<file path="config.mk">
export PLATFORM = sky130hd
export DESIGN_NAME = geig_packet_tx
export DESIGN_NICKNAME = d
export VERILOG_FILES = /design/src/rtl/geig_pkt_pkg.sv /design/src/rtl/geig_trig_sync.sv /design/src/rtl/geig_packet_tx.sv
export SDC_FILE = /design/constraint.sdc
export NUM_CORES = 1
export LEC_CHECK = 0
export ABC_AREA = 0
export ABC_CLOCK_PERIOD_IN_PS = 3200
export BUFFER_PORTS_ARGS = -buffer_cell sky130_fd_sc_hd__buf_4
export CAP_MARGIN = 20
export CORE_MARGIN = 1
export CORE_UTILIZATION = 55
export DETAILED_ROUTE_END_ITERATION = 12
export HOLD_SLACK_MARGIN = 0.08
export MAX_ROUTING_LAYER = met4
export PLACE_DENSITY = 0.84
export SYNTH_ARGS = -nofsm -noshare
export SYNTH_HDL_FRONTEND = slang
export SYNTH_SLANG_ARGS = --single-unit
</file>
<file path="constraint.sdc">
create_clock -name CLK_1MHZ -period 3.2 [get_ports CLK_1MHZ]
set_input_delay 0.64 -clock CLK_1MHZ [delete_from_list [all_inputs] [get_ports CLK_1MHZ]]
set_output_delay 0.64 -clock CLK_1MHZ [all_outputs]
set_load 0.02 [all_outputs]
</file>
<file path="src/rtl/geig_pkt_pkg.sv">
// Shared definitions for the geiger packet transmitter.
// Build option: define GEIG_PKT_CSUM_EN to append a checksum byte
// (14-byte frames); leave it undefined for 13-byte frames ending at seq.
package geig_pkt_pkg;

    // FSM encoding kept as plain constants so older tools and
    // netlists see stable state codes.
    typedef logic [2:0] state_t;

    localparam state_t ST_IDLE    = 3'd0;
    localparam state_t ST_SYNC    = 3'd1;
    localparam state_t ST_PAYLOAD = 3'd2;
    localparam state_t ST_SEQ     = 3'd3;
`ifdef GEIG_PKT_CSUM_EN
    localparam state_t ST_CSUM    = 3'd4;
`endif

    localparam int PAYLOAD_BYTES = 10;

`ifdef GEIG_PKT_CSUM_EN
    localparam int FRAME_LEN = 14;
`else
    localparam int FRAME_LEN = 13;
`endif

    // XOR of all bytes of an 80-bit payload, MSB byte first.
    function automatic logic [7:0] xor_bytes(input logic [8*PAYLOAD_BYTES-1:0] data);
        logic [7:0] acc;
        acc = 8'h00;
        for (int i = 0; i < PAYLOAD_BYTES; i++) begin
            acc = acc ^ data[8*i +: 8];
        end
        return acc;
    endfunction

endpackage

</file>
<file path="src/rtl/geig_trig_sync.sv">
// Brings the 10 Hz frame-trigger level into the 1 MHz domain and turns
// its rising edge into a single-cycle trigger pulse.
module geig_trig_sync
    import geig_pkt_pkg::*;
(
    input  logic clk,
    input  logic rst_n,
    input  logic level,
    output logic trig
);

    logic sync1;
    logic sync2;
    logic prev;

    // Two-flop synchronizer followed by a history flop for edge detection.
    // NOTE: sequential state uses non-blocking assignments so every flop
    // samples the pre-edge value of its neighbour; blocking here would
    // collapse the chain into a single stage.
    always_ff @(posedge clk or negedge rst_n) begin
        if (!rst_n) begin
            sync1 <= 1'b0;
            sync2 <= 1'b0;
            prev  <= 1'b0;
        end else begin
            sync1 <= level;
            sync2 <= sync1;
            prev  <= sync2;
        end
    end

    assign trig = sync2 & ~prev;

endmodule

</file>
<file path="src/rtl/geig_packet_tx.sv">
// Geiger packet transmitter: on each 10 Hz trigger, snapshots the 80-bit
// data stack and streams SYNC0, SYNC1, ten payload bytes (MSB first), a
// sequence byte and, when GEIG_PKT_CSUM_EN is defined, an XOR checksum
// over payload and seq over a valid/ready byte interface.
module geig_packet_tx
    import geig_pkt_pkg::*;
#(
    parameter logic [7:0] SYNC0 = 8'hEB,
    parameter logic [7:0] SYNC1 = 8'h90
)
(
    input  logic        CLK_1MHZ,
    input  logic        RESET,
    input  logic        CLK_10HZ,
    input  logic [79:0] G_DATA_STACK,
    input  logic        TX_READY,
    output logic [7:0]  TX_DATA,
    output logic        TX_VALID,
    output logic        BUSY,
    output logic [7:0]  DROP_CNT
);

    // Byte positions within the frame: 0-1 sync, 2-11 payload, 12 seq, 13 csum.
    localparam logic [3:0] POS_SYNC_LAST    = 4'd1;
    localparam logic [3:0] POS_PAYLOAD_LAST = 4'(1 + PAYLOAD_BYTES);
    localparam logic [3:0] POS_LAST         = 4'(FRAME_LEN - 1);

    state_t      state;
    logic [3:0]  pos;
    logic [79:0] frame_buf;
    logic [7:0]  seq;
    logic [7:0]  drop_cnt;
    logic [7:0]  tx_data_d;
    logic        trig;
    logic        start;
    logic        xfer;
    logic        last_xfer;
`ifdef GEIG_PKT_CSUM_EN
    logic [7:0]  payload_xor;
`endif

    geig_trig_sync u_trig_sync (
        .clk   (CLK_1MHZ),
        .rst_n (RESET),
        .level (CLK_10HZ),
        .trig  (trig)
    );

    assign TX_VALID  = (state != ST_IDLE);
    assign BUSY      = (state != ST_IDLE);
    assign start     = trig & (state == ST_IDLE);
    assign xfer      = TX_VALID & TX_READY;
    assign last_xfer = xfer & (pos == POS_LAST);
    assign DROP_CNT  = drop_cnt;
    assign TX_DATA   = tx_data_d;

    // Frame sequencer: leaves IDLE on a trigger, then steps one byte per
    // accepted transfer and returns to IDLE after the last one.
    always_ff @(posedge CLK_1MHZ or negedge RESET) begin
        if (!RESET) begin
            state <= ST_IDLE;
            pos   <= 4'd0;
        end else if (state == ST_IDLE) begin
            if (trig) begin
                state <= ST_SYNC;
                pos   <= 4'd0;
            end
        end else if (xfer) begin
            pos <= pos + 4'd1;
            case (state)
                ST_SYNC:    if (pos == POS_SYNC_LAST)    state <= ST_PAYLOAD;
                ST_PAYLOAD: if (pos == POS_PAYLOAD_LAST) state <= ST_SEQ;
`ifdef GEIG_PKT_CSUM_EN
                ST_SEQ:     state <= ST_CSUM;
                ST_CSUM:    state <= ST_IDLE;
`else
                ST_SEQ:     state <= ST_IDLE;
`endif
                default:    state <= ST_IDLE;
            endcase
        end
    end

    // Frame buffer: snapshot on trigger, shift out one byte per payload
    // transfer so the outgoing byte is always the top of the register.
    // NOTE: this buffer is a plain register, not a RAM, so it takes the
    // async reset like any other flop; inferring a memory here would make
    // the reset clear impossible.
    always_ff @(posedge CLK_1MHZ or negedge RESET) begin
        if (!RESET) begin
            frame_buf <= '0;
        end else if (start) begin
            frame_buf <= G_DATA_STACK;
        end else if (xfer && state == ST_PAYLOAD) begin
            frame_buf <= {frame_buf[71:0], 8'h00};
        end
    end

    // Sequence number advances once per completed frame, wrapping naturally.
    always_ff @(posedge CLK_1MHZ or negedge RESET) begin
        if (!RESET) begin
            seq <= 8'h00;
        end else if (last_xfer) begin
            seq <= seq + 8'h01;
        end
    end

    // Triggers seen while a frame is in flight (including on its final
    // transfer) are dropped and counted, saturating at 0xFF.
    always_ff @(posedge CLK_1MHZ or negedge RESET) begin
        if (!RESET) begin
            drop_cnt <= 8'h00;
        end else if (trig && BUSY && drop_cnt != 8'hFF) begin
            drop_cnt <= drop_cnt + 8'h01;
        end
    end

`ifdef GEIG_PKT_CSUM_EN
    // Payload XOR is fixed at snapshot time; seq is folded in at output.
    always_ff @(posedge CLK_1MHZ or negedge RESET) begin
        if (!RESET) begin
            payload_xor <= 8'h00;
        end else if (start) begin
            payload_xor <= xor_bytes(G_DATA_STACK);
        end
    end
`endif

    // Output byte mux: registers only change on a transfer, so the byte
    // holds naturally while the receiver stalls.
    // NOTE: default assigned first so no path through the case leaves
    // tx_data_d unassigned and infers a latch.
    always_comb begin
        tx_data_d = 8'h00;
        case (state)
            ST_SYNC:    tx_data_d = (pos == 4'd0) ? SYNC0 : SYNC1;
            ST_PAYLOAD: tx_data_d = frame_buf[79:72];
            ST_SEQ:     tx_data_d = seq;
`ifdef GEIG_PKT_CSUM_EN
            ST_CSUM:    tx_data_d = payload_xor ^ seq;
`endif
            default:    tx_data_d = 8'h00;
        endcase
    end

endmodule

</file>
# Word-level counts from Yosys, hierarchy flattened
# Cells that the tools add are included.
dict set report word_totals {
  reg_bits 106
  in_bits 84
  output_inout_bits 18
  elab_cells 49
}
dict set report op_classes {
  add_sub_neg 3
  n_eq_ne 10
  mux 13
  bitwise 5
  n_reduce_logical 10
}
# op n
set op_table {}
lappend op_table {{$mux W80} 2}
lappend op_table {{$pmux W8 S3} 1}
lappend op_table {{$add A8 B1 Y8 const B} 2}
lappend op_table {{$mux W3} 5}
lappend op_table {{$mux W4} 3}
lappend op_table {{$eq A4 B4 Y1 const B} 2}
lappend op_table {{$ne A8 B8 Y1 const B} 1}
lappend op_table {{$mux W7} 1}
lappend op_table {{$eq A3 B2 Y1 const B} 2}
lappend op_table {{$ne A3 B3 Y1 const B} 2}
lappend op_table {{$pmux W3 S2} 1}
lappend op_table {{$add A4 B1 Y4 const B} 1}
lappend op_table {{$and A1 B1 Y1} 4}
lappend op_table {{$eq A4 B1 Y1 const B} 1}
lappend op_table {{$logic_not A4 Y1} 1}
lappend op_table {{$reduce_and A4 Y1} 1}
lappend op_table {{$reduce_bool A2 Y1} 2}
lappend op_table {{$eq A3 B1 Y1 const B} 1}
lappend op_table {{$logic_and A1 B1 Y1} 3}
lappend op_table {{$logic_not A3 Y1} 1}
lappend op_table {{$reduce_bool A3 Y1} 1}
lappend op_table {{$ne A2 B2 Y1 const B} 1}
lappend op_table {{$reduce_and A2 Y1} 1}
lappend op_table {{$not A1 Y1} 1}

# Depth between registers and ports, before layout
dict set report depth {
  ltp_word 5
  depth_mapped 9
  depth_no_buf 6
}

# Cells and area by module
# Synthesis repeated with hierarchy kept, for this count alone.
dict set report unflattened {
  hier_cells 463
  area_unflattened_um2 4903.5
}
# module n_inst cells_per_inst area_per_inst_um2 seq_area_each_um2
set by_module_without_submodules {}
lappend by_module_without_submodules {geig_packet_tx 1 459 4814.6 2552.4}
lappend by_module_without_submodules {geig_trig_sync 1 4 88.8 75.1}

# Least setup slack after synthesis
# OpenSTA, ideal clock, no wires.
dict set report synth_timing {
  path_type {flip-flop to output port}
  start {register state[0]}
  end {output TX_DATA[3]}
  arrival_ns 1.448
  t_required_ns 2.560
  slack_ns 1.112
  stages_incl_launch_ff 6
  n_path_buf 1
  path_cell_list {dfrtp_1 -> inv_1 -> ha_1 -> clkbuf_1 -> a22oi_1 -> a21oi_1}
}
dict set report synth_between {
  elab_chain_cells 2
  word_cells_on_any_way 4
  classes_between {eq/ne: 3; mux: 1}
}
# element line
set synth_rtl {}
lappend synth_rtl {{start, declared} geig_packet_tx.sv:28} ;# state_t state;
lappend synth_rtl {{start signal, assigned} geig_packet_tx.sv:61} ;# state <= ST_IDLE;
lappend synth_rtl {{start signal, assigned} geig_packet_tx.sv:65} ;# state <= ST_SYNC;
lappend synth_rtl {{start signal, assigned} geig_packet_tx.sv:71} ;# ST_SYNC: if (pos == POS_SYNC_LAST) state <= ST_PAYLOAD;
lappend synth_rtl {{$eq A3 B2 Y1 or $eq A3 B1 Y1 (tied branches)} geig_packet_tx.sv:135} ;# case (state)
lappend synth_rtl {{$pmux W8 S3 *} geig_packet_tx.sv:135}
lappend synth_rtl {{end, declared} geig_packet_tx.sv:17} ;# output logic [7:0] TX_DATA,
# Mark *: on every way between the ends. The rest lies on a longest branch, timed or not.

# Worst setup path in the final report
dict set report layout_timing {
  start {register state[1]}
  end {register frame_buf[68]}
}
dict set report layout_between {
  elab_chain_cells 4
  word_cells_on_any_way 8
  classes_between {eq/ne: 1; mux: 1; bitwise: 2; reduce/logical: 4}
}
# element line
set layout_rtl {}
lappend layout_rtl {{$reduce_bool A3 Y1} geig_packet_tx.sv:49} ;# assign TX_VALID = (state != ST_IDLE);
lappend layout_rtl {{$and A1 B1 Y1} geig_packet_tx.sv:52} ;# assign xfer = TX_VALID & TX_READY;
lappend layout_rtl {{$logic_and A1 B1 Y1} geig_packet_tx.sv:94} ;# end else if (xfer && state == ST_PAYLOAD) begin
lappend layout_rtl {{$reduce_bool A2 Y1 (no line)} -}
lappend layout_rtl {{end signal, assigned} geig_packet_tx.sv:95} ;# frame_buf <= {frame_buf[71:0], 8'h00};
lappend layout_rtl {{end, declared} geig_packet_tx.sv:30} ;# logic [79:0] frame_buf;
# Parallel ways exist; a longest one is shown, timed or not.
# A chain may end at the register's enable or synchronous reset.

==> results.cfg <==
[power_and_ir_drop]
max-vdd-ir-drop_mv = 0.4374
p_leak_nw = 2.915
power_density_nw_per_um2 = 896.3

[sta]
rsz0062_at_grt = false
finalCritPeriodShare_pct = 82.38
min_period_ps = 2636
slew_viol_final = 0
whs_ps = 295.0
fin_setup_tns_ps = 0
final-hold-violation-count = 0
slew_headroom_pct = 51.73
skew_ps = 11.76
setup_viol = 0
max_freq_mhz = 379.3
worst_pin_slew_ps = 724.0

[cells_and_area]
drive_gt1_share_pct = 29.89
area_delta_synth_final_pct = 16.09
multiInputGateArea_um2 = 2959
nets = 727
instances_no_fill = 775
seqCellArea_um2 = 2628
fillers = 825
num_antenna_cells = 0

[clocking]
cts_resized = 0
worst_skew_pair.late_latency_ps = 370
cts_tree = yes
cts_hold_buf = 0
cts_root_buf = clkbuf_8
clkTransAtPathRegs_ps = 90
post-cts-setup-buffers = 0
cts-buffers-inserted = 9
clockBufferDepth = 2
h-tree-depth = 3
clock_sinks = 105

[yosys]
ys_seq_area_share_pct = 44.58
syn_inst = 552
netlist_area_um2 = 5894
synth_seq_cells = 105
synth_cell_type_count = 41
syn_avg_cell_area_um2 = 10.68
yosys_warnings = 0
synth.net_count = 645

[grt]
grt_pass1_wl_um = 20570
grt_pass1_vias = 4361
antenna_found_initial = 0
grt_max_degree = 74
track_usage_pct = 23.79
overflow = 0

[critical_path]
cp_slowest_stage_delay_ps = 490
worstReg2RegStart = state[1]
cp_top_family = buffers and inverters
cp_num_cells = 7
critPathLaunch = state[1]
arrival_ps = 2920
cp_cell_sequence = inv_1 > ha_1 > and3b_2 > buf_4 > buf_4 > nand2_1 > a31oi_4
cpMostUsedCell = buf_4
crit_buf_inv = 3
ff2ff_path_depth = 7
r2r_end = frame_buf[68]
critPathKind = flip-flop to flip-flop
critPathRequiredTime_ps = 3490
cp_slowest_cell = buf_4
cp-endpoint = frame_buf[68]
end_kind = flip-flop
r2r_slack_ps = 560
crit_path_max_fanout = 46
critPathLaunchType = flip-flop

[floorplan]
initial_utilization_pct = 56.84
die_y_um = 105.5
rows = 37
core_um2 = 10370
die_x_um = 105.5
die-area_um2 = 11140
ioPinCount = 102

[routing]
vias = 4237
drc = 0
wire_per_inst_um = 15.35
firstDrtPassIters = 5
ant_nets = 0
vias_per_cell = 5.467
drt_first_iter_violations = 310
wirelength_um = 11900

[run_status]
outcome = completed

[place]
dpl.cell_count = 759
place_congestion = 0.8627
port_buffers = 101
dp_hpwl_um = 8532

[flow_run]
drv_cap = 0

[min_path]
hold_class = input pin to async pin
-- cell usage after synthesis (all sizes together) --
library cell	n	area [µm²]
nand2	156	585.6
dfrtp	105	2628
nor2	83	311.6
a31oi	74	1364
buf	27	244.0
clkbuf	12	46.29
ha	9	112.6
a22o	8	70.07
a21oi	7	35.03
a22oi	7	52.55
inv	7	26.28
nand3	7	35.03
o21ai	6	30.02
xor2	6	52.55
and3	5	31.28
xnor2	5	43.79
mux2	4	45.04
nand4	4	25.02
nor3	3	15.01
nand2b	2	12.51
nor2b	2	12.51
a211oi	1	7.510
a21o	1	7.510
a221oi	1	8.760
a222oi	1	10.01
a41oi	1	8.760
and3b	1	8.760
mux2i	1	10.01
nand3b	1	7.510
nor3b	1	12.51
nor4b	1	8.760
nor4bb	1	10.01
o2bb2ai	1	8.760
o31ai	1	7.510
-- power by group --
group | total [W] | switching, W | internal, W
registers | 0.00222 | 0.000353 | 0.00186
clock network | 0.000775 | 0.000445 | 0.000330
logic | 0.00314 | 0.00181 | 0.00134
total | 0.00613 | 0.00260 | 0.00353
-- layout by cell type (no fill, tap or decap), drive strengths merged, types with 2 or more instances in the layout --
master / netlist / final
ha: 9 / 9
a22oi: 7 / 7
inv: 7 / 7
mux2: 4 / 4
buf: 27 / 110
nand3: 7 / 7
nor3: 3 / 3
o21ai: 6 / 6
dfrtp: 105 / 105
xor2: 6 / 6
nor2: 83 / 83
xnor2: 5 / 5
a21oi: 7 / 7
a31oi: 74 / 74
nor2b: 2 / 2
clkinv: 0 / 2
nand2: 156 / 156
nand2b: 2 / 2
nand4: 4 / 4
and3: 5 / 5
a22o: 8 / 8
clkbuf: 12 / 13
-- how the worst min path moves through the flow --
| stage | slack, ps | endpoint | from |
|---|---|---|---|
| after floorplan | 330 | u_trig_sync.sync2 | u_trig_sync.sync1 |
| after global placement | 340 | u_trig_sync.sync2 | u_trig_sync.sync1 |
| after detailed placement | 340 | u_trig_sync.sync2 | u_trig_sync.sync1 |
| after CTS | 320 | seq[3] | RESET |
| after global routing | 350 | DROP_CNT[5] | RESET |
| final | 300 | seq[2] | RESET |
-- sequential cells by signal (all words and copies together), names as in the netlist --
signal / flops
seq: 8
u_trig_sync.prev: 1
frame_buf: 80
u_trig_sync.sync1: 1
u_trig_sync.sync2: 1
state: 2
DROP_CNT: 8
pos: 4
-- cell type report --
cell class	instances	area share [%]
well taps	136	2.487
inverters	7	0.3840
clock inverters	3	0.3657
repair buffers	110	12.80
clock buffers	13	2.322
flip-flops and latches	105	38.40
multi-input cells	401	43.24
-- metal layers --
metal | routed length (µm) | global-route usage (%) | vias up
met5 | 0 | - | -
met4 | 240 | 7.540 | 0
met3 | 528 | 3.154 | 19
met2 | 5981 | 39.29 | 107
met1 | 5145 | 30.60 | 2063
li1 | - | - | 2048
-- kinds of logic after synthesis --
logic type | synth area share (%)
flops | 44.58
fa+ha+maj | 1.910
buf+inv | 5.371
compound gates | 27.32
simple gates | 18.25
mux | 0.9339
xor+xnor | 1.634
-- through the flow --
| stage | cell area [µm²] | power (W) | util (%) | setup slack [ps] |
|---|---|---|---|---|
| after detailed placement | 6659 | 0.005400 | 64.21 | 586.6 |
| after global placement | 6659 | 0.005246 | 64.21 | 713.6 |
| after CTS | 6843 | 0.006190 | 65.99 | 551.7 |
| after global routing | 6843 | 0.006564 | 65.99 | 323.8 |
| after floorplan | 5894 | 0.004803 | - | 1112 |
| final | 6843 | 0.006133 | 65.99 | 563.8 |
No activity file was read; power rests on OpenSTA's default activity.
